[src/rtl/root_dispatch.sv]
// Request FIFO and single-outstanding issue controller in front of the root engine.
// Optional macro ROOT_DISPATCH_BYPASS_EN answers exponent-1 requests locally.
module root_dispatch #(
    parameter int DEPTH = 4,
    parameter int AW    = 2
) (
    input  logic        clk,
    input  logic        rst,
    input  logic        req_valid,
    output logic        req_ready,
    input  logic [9:0]  req_data_1,
    input  logic [2:0]  req_data_2,
    output logic        root_in_valid,
    output logic [9:0]  root_in_data_1,
    output logic [2:0]  root_in_data_2,
    input  logic        root_out_valid,
    input  logic [19:0] root_out_data,
    output logic        rsp_valid,
    input  logic        rsp_ready,
    output logic [19:0] rsp_data,
    output logic        rsp_err
);

    typedef enum logic [1:0] {IDLE, ISSUE, WAIT, GUARD} state_t;

    state_t      state;
    logic [9:0]  mem_rad [DEPTH];
    logic [2:0]  mem_exp [DEPTH];
    logic [AW:0] wr_ptr;
    logic [AW:0] rd_ptr;
    logic        full;
    logic        empty;
    logic        push;
    logic        start;
    logic        local_one;
    logic [9:0]  head_rad;
    logic [2:0]  head_exp;

    always_comb begin
        full      = (wr_ptr[AW] != rd_ptr[AW]) && (wr_ptr[AW-1:0] == rd_ptr[AW-1:0]);
        empty     = (wr_ptr == rd_ptr);
        req_ready = !full;
        push      = req_valid && !full;
        head_rad  = mem_rad[rd_ptr[AW-1:0]];
        head_exp  = mem_exp[rd_ptr[AW-1:0]];
        // The slot counts as free when it is being drained this very cycle.
        start     = (state == IDLE) && !empty && (!rsp_valid || rsp_ready);
`ifdef ROOT_DISPATCH_BYPASS_EN
        local_one = (head_exp == 3'd1);
`else
        local_one = 1'b0;
`endif
    end

    always_ff @(posedge clk) begin
        if (push) begin
            mem_rad[wr_ptr[AW-1:0]] <= req_data_1;
            mem_exp[wr_ptr[AW-1:0]] <= req_data_2;
        end
    end

    always_ff @(posedge clk) begin
        if (rst) begin
            state          <= IDLE;
            wr_ptr         <= '0;
            rd_ptr         <= '0;
            root_in_valid  <= 1'b0;
            root_in_data_1 <= '0;
            root_in_data_2 <= '0;
            rsp_valid      <= 1'b0;
            rsp_data       <= '0;
            rsp_err        <= 1'b0;
        end else begin
            if (push) wr_ptr <= wr_ptr + 1'b1;
            if (start) rd_ptr <= rd_ptr + 1'b1;
            // Drain first; any load below overrides it in the same cycle.
            if (rsp_valid && rsp_ready) rsp_valid <= 1'b0;

            case (state)
                IDLE: begin
                    if (start) begin
                        if (head_exp == 3'd0) begin
                            rsp_valid <= 1'b1;
                            rsp_data  <= '0;
                            rsp_err   <= 1'b1;
                        end else if (local_one) begin
                            rsp_valid <= 1'b1;
                            rsp_data  <= {head_rad, 10'b0};
                            rsp_err   <= 1'b0;
                        end else begin
                            root_in_data_1 <= head_rad;
                            root_in_data_2 <= head_exp;
                            root_in_valid  <= 1'b1;
                            state          <= ISSUE;
                        end
                    end
                end
                ISSUE: begin
                    root_in_valid <= 1'b0;
                    state         <= WAIT;
                end
                WAIT: begin
                    if (root_out_valid) begin
                        rsp_valid <= 1'b1;
                        rsp_data  <= root_out_data;
                        rsp_err   <= 1'b0;
                        state     <= GUARD;
                    end
                end
                GUARD: state <= IDLE;
                default: state <= IDLE;
            endcase
        end
    end

endmodule
[config.mk]
export PLATFORM = sky130hd
export DESIGN_NAME = root_dispatch
export DESIGN_NICKNAME = d
export VERILOG_FILES = /design/src/rtl/root_dispatch.sv
export SDC_FILE = /design/constraint.sdc
export NUM_CORES = 1
export LEC_CHECK = 0
export CAP_MARGIN = 15
export CORE_MARGIN = 2
export CORE_UTILIZATION = 51
export DETAILED_ROUTE_END_ITERATION = 10
export PLACE_DENSITY = 0.79
export SLEW_MARGIN = 15
export SYNTH_ARGS = -nofsm -noshare
export SYNTH_HDL_FRONTEND = slang
export SYNTH_SLANG_ARGS = --single-unit
[constraint.sdc]
create_clock -name clk -period 2.9 [get_ports clk]
set_clock_uncertainty 0.05 [all_clocks]
set_input_delay 0.58 -clock clk [delete_from_list [all_inputs] [get_ports clk]]
set_output_delay 0.58 -clock clk [all_outputs]
set_load 0.05 [all_outputs]
==> impl_results.md, run 1 <==
- Status: finished clean
- Post-synth cell types: 37
- Crit path capture type: flip-flop
- DP HPWL: roughly 4800 um
- Top FF cell, synth: edfxtp_1
- # Post-CTS Setup Buffers: 0
- Total grt overflow: 0
- Routed Antenna Nets: 0
- # hold bufs at CTS: 0
- Cell Area, Synth: 0.00371 sq mm
- Sequential Area: around 0.0025 sq mm
- H-Tree Depth: 3
- IO Count: between 70 and 80
- Worst setup endpoint: rsp_data[8]
- Multi-input logic area: 0.00113 sq mm
- Biggest area consumer among synthesized cells: edfxtp_1
- ANT cells: 0
- Ys Warns: 0
- Worst path slowest cell: mux4_1
- Initial core utilization: about half
- Core Area: about 0.007 sq mm
- Layout cells sized above 1: between 10% and 20%
- DP Area: 0.00457 sq mm
- Final cycle utilization of the critical path: 82.1%
- Largest net degree at the start of global routing: 21
- Syn_nets: roughly 290
- Area Overhead vs Synth: 28.1%
- CTS tree: built
- Clk Latency, worst-skew pair: ~0.36 ns
- CTS Buffer Depth: 2
- Req. time, crit path: 3.15 ns
- Synth cell count leaders: 52 x edfxtp_1, 46 x dfxtp_1, 25 x nor2_1
- Top cell type's share of synthesized area: between 40% and 50%
- R2r endpoint: rsp_data[8]
- Die Width: slightly below 90 um
- Post-Route WL: around 6800 um
- Antenna violations before repair: 0
- Maxcap violations: 0
- Startpoint Class: flip-flop
- WL per Instance: 16.0 um
- Final net count: between 300 and 400
- Minimum clock period after layout: ~2.4 ns
- Detailed-route vias per instance: 5.23
- #FFs+latches synth: between 90 and 100
- Mapped Avg Cell Area: around 16 sq um
- Final design utilization: about two thirds
- Least-Margin Pin Slew: 0.603 ns
- RSZ-0062 raised after global routing: false
- Power per cell area: between 800 and 900 mW/mm^2
- Register-to-Register Path Depth: 6
- Top post-synthesis cells by area: edfxtp_1 42%, dfxtp_1 25%, mux4_2 7.3%, a22o_2 5.1%, mux2i_1 3.2%
- TNS Setup: 0 ns
- GP Congestion: approximately 0.76
- Final Max Slew Viols: 0
- Via count: 2229
- Design area: 0.00475 sq mm
- Crit-path cells: mux4_1, or3_4, o21ai_2, nor3b_4, buf_4, a22o_2
- Worst relative slew slack: between 50 and 60%
- Static Leak: about 1.7 nW
- Top-count cell post-synth: edfxtp_1
- Filler instances: between 500 and 600
- Reg2reg setup slack: between 0.5 and 0.6 ns
- Mapped Cells: approximately 240
- IO buf count: 74
- Die area: between 0.007 and 0.008 sq mm
- Clock sinks: 98
- Cts bufs inserted: 9
- CP top delay family: multiplexers
- Rows: 31
- Root Buffer: clkbuf_8
- Max stage delay on crit path: ~0.67 ns
- Starting DRT DRC Count: 150
- Worst-path clk slew: roughly 0.090 ns
- Worst EP arrival: approximately 2.6 ns
- Setup CP Type: reg -> reg
- Hold Fails Final Rpt: 0
- WP buf/inv: 1
- Post-CTS Resized: 0
- Worst hold-check path type: reg -> reg
- Max Clk Rate: between 0.4 and 0.5 GHz
- Vias in the first global route: approximately 2.2k
- CP Depth: 6
- Die H: roughly 89 um
- Worst vdd ir: between 0.5 and 0.6 mV
- Final setup viols: 0
- All-layer global routing usage: ~18%
- CP Max Fanout: 20
- First drt pass iteration count: 4
- Seq/Total Area, Yosys: about two thirds
- Ys async rst share: 0%
- First-pass GRT wire length: around 11000 um
- Residual DRC: 0
- Post-synth EDFFs: 52
## state kept, by name (all words and copies together) (netlist names), named ones only
name            flops
root_in_data_2      3
rsp_err             1
rsp_data           20
mem_rad            40
root_in_valid       1
mem_exp            12
state               2
root_in_data_1     10
rd_ptr              3
rsp_valid           1
wr_ptr              3
## worst register-to-register path, cell delays in order (launching register included)
cell     delay (ns)
dfxtp_1        0.42
mux4_1         0.67
or3_4          0.39
o21ai_2        0.17
nor3b_4        0.18
buf_4          0.26
a22o_2         0.19
## report_power, final
| group | switching (mW) | internal (mW) |
|---|---|---|
| clock network | 0.468 | 0.318 |
| logic | 0.870 | 0.607 |
| registers | 0.125 | 1.64 |
| total | 1.46 | 2.56 |
## through the flow
stage	power (mW)	cells	setup slack (ns)	hold slack [ns]
3_3_place_gp	3.24	410	0.555	0.405
3_5_place_dp	3.28	410	0.493	0.405
2_1_floorplan	2.85	239	0.784	0.437
5_1_grt	4.24	426	0.405	0.444
4_1_cts	4.06	426	0.500	0.434
6_report	4.02	426	0.519	0.425
## per-layer routing
layer / routed length, um / vias up / GRT usage (%)
met5: 0 / - / 0
met4: 58 / 0 / 4.07
met3: 494 / 7 / 6.19
met2: 3230 / 70 / 30.6
met1: 3030 / 1091 / 22.9
li1: - / 1061 / -
## worst min path at each step
stage / startpoint / to / cells past startpoint
after floorplan: state[1] / state[1] / 2
after global placement: rsp_data[10] / rsp_data[10] / 1
after detailed placement: rsp_data[10] / rsp_data[10] / 1
after CTS: root_in_valid / root_in_valid / 2
after global routing: rsp_data[6] / rsp_data[6] / 1
final: root_in_valid / root_in_valid / 2
## layout make-up
type	instances	area share (%)
flip-flops and latches	98	52.3
multi-input cells	122	23.7
repair buffers	84	17.1
clock buffers	9	2.61
well taps	99	2.61
clock inverters	7	1.13
inverters	7	0.553
## cells by family after synthesis
kind of cell | count (synthesis) | synth area share, %
muxes | 25 | 11.2
DFF | 98 | 66.9
and+or+nand+nor | 45 | 6.04
xor gates and xnor gates | 9 | 2.12
adders and majority gates | 8 | 2.70
AOI/OAI and AO/OA | 35 | 8.30
buffers and inverters | 19 | 2.70
## placed cells by master, fill, tap and decap left out, types with 5 or more instances in the layout
cell type         n
a22o_2           19
buf_4            11
clkbuf_8          9
clkdlybuf4s50_1  73
dfxtp_1          46
edfxtp_1         52
ha_1              8
inv_1             7
mux2i_1          12
mux4_2           12
nor2_1           25
xnor2_1           5
Power figures use the tool's default switching activity.
==> inputs of run 2 (changes only) <==
Clock period 2.9 ns to 2.3 ns, I/O delays scaled along.
==> run 2 against run 1 <==
  * Clock power rose by 37%
  * First-iteration DRC count fell by 69%
  * Wire length rose by 3.4%
  * Combinational power rose by 40%
  * Flip-flop and latch count did not move
  * Sequential power rose by 24%
  * Count of clock-buffer cells in the layout rose by 1
  * Sequential share of layout area fell by 1.7 points
  * Final cell count rose by 1.4%
  * Via count rose by 0.45%
  * Critical path type unchanged
==> impl_results.md, run 2 (synthesis gave the netlist of run 1 again) <==
- Status: finished clean (unchanged)
- Final WS setup: 0.110 ns (was 0.519 ns)
- Max Clk Rate: 0.457 GHz (was 0.420 GHz)
- GR Layer Usage met1: 23.4% (was 22.9%)
- Worst vdd ir: 0.672 mV (was 0.591 mV)
- Worst EP arrival: 2.45 ns (was 2.63 ns)
- Max stage delay on crit path: 0.53 ns (was 0.67 ns)
- IO Count: 75 (unchanged)
- All-layer global routing usage: 18.6% (was 18.2%)
- Worst relative slew slack: 64.0% (was 59.7%)
- Die Width: 89.3 um (unchanged)
- Crit-path cells: mux4_2, or3_4, o21ai_2, nor3b_4, buf_12, a22o_2 (was mux4_1, or3_4, o21ai_2, nor3b_4, buf_4, a22o_2)
- Routing usage on met3: 4.89% (was 6.19%)
- Placed instance count: 414 (was 410)
- Largest register FFs: 40 (unchanged)
- ANT cells: 0 (unchanged)
- Starting DRT DRC Count: 47 (was 150)
- Cts bufs inserted: 9 (unchanged)
- Via count: 2239 (was 2229)
- Total grt overflow: 0 (unchanged)
- Least-Margin Pin Slew: 0.539 ns (was 0.603 ns)
- Non-Filler Instances: 432 (was 426)
- Grt met2 use: 30.3% (was 30.6%)
- Startpoint Class: flip-flop (unchanged)
- Top Usage Layer GRT: met2 (unchanged)
- Post-Route WL: 7050 um (was 6820 um)
- Sw Ratio: 34.8% (was 36.4%)
- GP Congestion: 0.754 (was 0.765)
- WL per Instance: 16.3 um (was 16.0 um)
- Antenna violations before repair: 0 (unchanged)
- Final cycle utilization of the critical path: 95.2% (was 82.1%)
- IO buf count: 74 (unchanged)
- CP Max Fanout: 20 (unchanged)
- Final Max Slew Viols: 0 (unchanged)
- Register-to-Register Path Depth: 6 (unchanged)
- Largest net degree at the start of global routing: 21 (unchanged)
- Detailed-route vias per instance: 5.18 (was 5.23)
- Clk Latency, worst-skew pair: 0.36 ns (about the same)
- CP top delay family: simple AND/OR/NAND/NOR gates (was multiplexers)
- Power per cell area: 1090 mW/mm^2 (was 847 mW/mm^2)
- Maxcap violations: 0 (unchanged)
- Area Overhead vs Synth: 32.5% (was 28.1%)
- Hold Crit Endpoint: root_in_valid (unchanged)
- Routed Antenna Nets: 0 (unchanged)
- Clk pwr share: 20.3% (was 19.5%)
- First drt pass iteration count: 4 (unchanged)
- DP HPWL: 4800 um (about the same)
- Hold Startpoint: root_in_valid (unchanged)
- TNS Setup: 0 ns (unchanged)
- Die H: 89.3 um (unchanged)
- Root Buffer: clkbuf_8 (unchanged)
- Part of the power in registers: 41.0% (was 43.7%)
- Worst path slowest cell: mux4_2 (was mux4_1)
- Minimum clock period after layout: 2.19 ns (was 2.38 ns)
- Commonest non-fill, non-tap cell in the layout: clkdlybuf4s50_1 (unchanged)
- H-Tree Depth: 3 (unchanged)
- Hold Crit Depth: 2 (unchanged)
- First-pass GRT wire length: 10700 um (about the same)
- Rows: 31 (unchanged)
- Final net count: 374 (was 368)
- Layout cells sized above 1: 20.7% (was 19.0%)
- Worst hold-check path type: reg -> reg (unchanged)
- Fin Hold WS: 0.420 ns (was 0.425 ns)
- Die area: 0.00797 sq mm (unchanged)
- # hold bufs at CTS: 0 (unchanged)
- Psw: 1.86 mW (was 1.46 mW)
- Clock sinks: 98 (unchanged)
- Commonest non-fill, non-tap cells in the layout: 73 x clkdlybuf4s50_1, 52 x edfxtp_1, 45 x dfxtp_1 (was 73 x clkdlybuf4s50_1, 52 x edfxtp_1, 46 x dfxtp_1)
- WP buf/inv: 1 (unchanged)
- Worst-path clk slew: 0.09 ns (about the same)
- Logic pwr share: 38.7% (was 36.7%)
- Final setup viols: 0 (unchanged)
- Core Area: 0.00714 sq mm (unchanged)
- Initial core utilization: 52.0% (unchanged)
- RSZ-0062 raised after global routing: false (unchanged)
- Static Leak: 1.80 nW (was 1.73 nW)
- Filler instances: 509 (was 554)
- CTS Buffer Depth: 2 (unchanged)
- Hold Fails Final Rpt: 0 (unchanged)
- Residual DRC: 0 (unchanged)
- Reg2reg setup slack: 0.11 ns (was 0.52 ns)
- Vias in the first global route: 2235 (was 2225)
- Int Pwr: 3.49 mW (was 2.56 mW)
- R2r endpoint: rsp_data[6] (was rsp_data[8])
- Req. time, crit path: 2.56 ns (was 3.15 ns)
- Setup CP Type: reg -> reg (unchanged)
- Worst slack at placement: 0.0133 ns (was 0.493 ns)
- CTS tree: built (unchanged)
- Crit path capture type: flip-flop (unchanged)
run 2: worst max-delay path by stage:
stage	end	slack, ns	depth (start not counted)
after floorplan	rsp_data[11]	0.18	6
after global placement	rsp_data[12]	0.13	6
after CTS	rsp_data[6]	0.05	6
final	rsp_data[6]	0.11	6
after global routing	rsp_data[6]	0.02	6
after detailed placement	rsp_data[15]	0.01	6
run 2: area by class of cell:
cell class	instances	area, sq um	share of cell area, %
inverter	7	26.3	0.535
clock inverter	6	65.1	1.32
multi-input combinational	122	1130	22.9
sequential	98	2490	50.6
timing repair buffer	90	958	19.5
tap	99	124	2.52
clock buffer	10	128	2.60
run 2: layer usage:
layer,routed length (um),vias up
li1,-,1070
met1,3130,1082
met2,3360,77
met3,430,10
met4,128,0
met5,0,-
run 2: timing repair:
| action | CTS | global route |
|---|---|---|
| resized for setup | 1 | 1 |
| buffers inserted | 0 | 2 |
| endpoints found under the setup margin | 20 | 20 |
run 2: worst reg2reg max path: stages, from the launching register on:
cell and delay (ns):
dfxtp_4 0.38, mux4_2 0.53, or3_4 0.43, o21ai_2 0.17, nor3b_4 0.24, buf_12 0.18
a22o_2 0.15
run 2: stage by stage:
step	total power, mW	cell area (sq um)	util (%)
global route	5.64	4910	68.9
floorplan	3.60	3710	-
finish	5.35	4910	68.9
global placement	4.25	4700	65.9
detailed placement	4.30	4700	65.9
CTS	5.39	4900	68.6
run 2: power by group through the flow:
stage	combinational [mW]	sequential, mW	clock, mW
detailed placement	2.07	2.23	0
floorplan	0.950	2.65	0
global placement	2.02	2.23	0
global route	2.23	2.22	1.18
finish	2.07	2.19	1.08
CTS	2.08	2.19	1.11
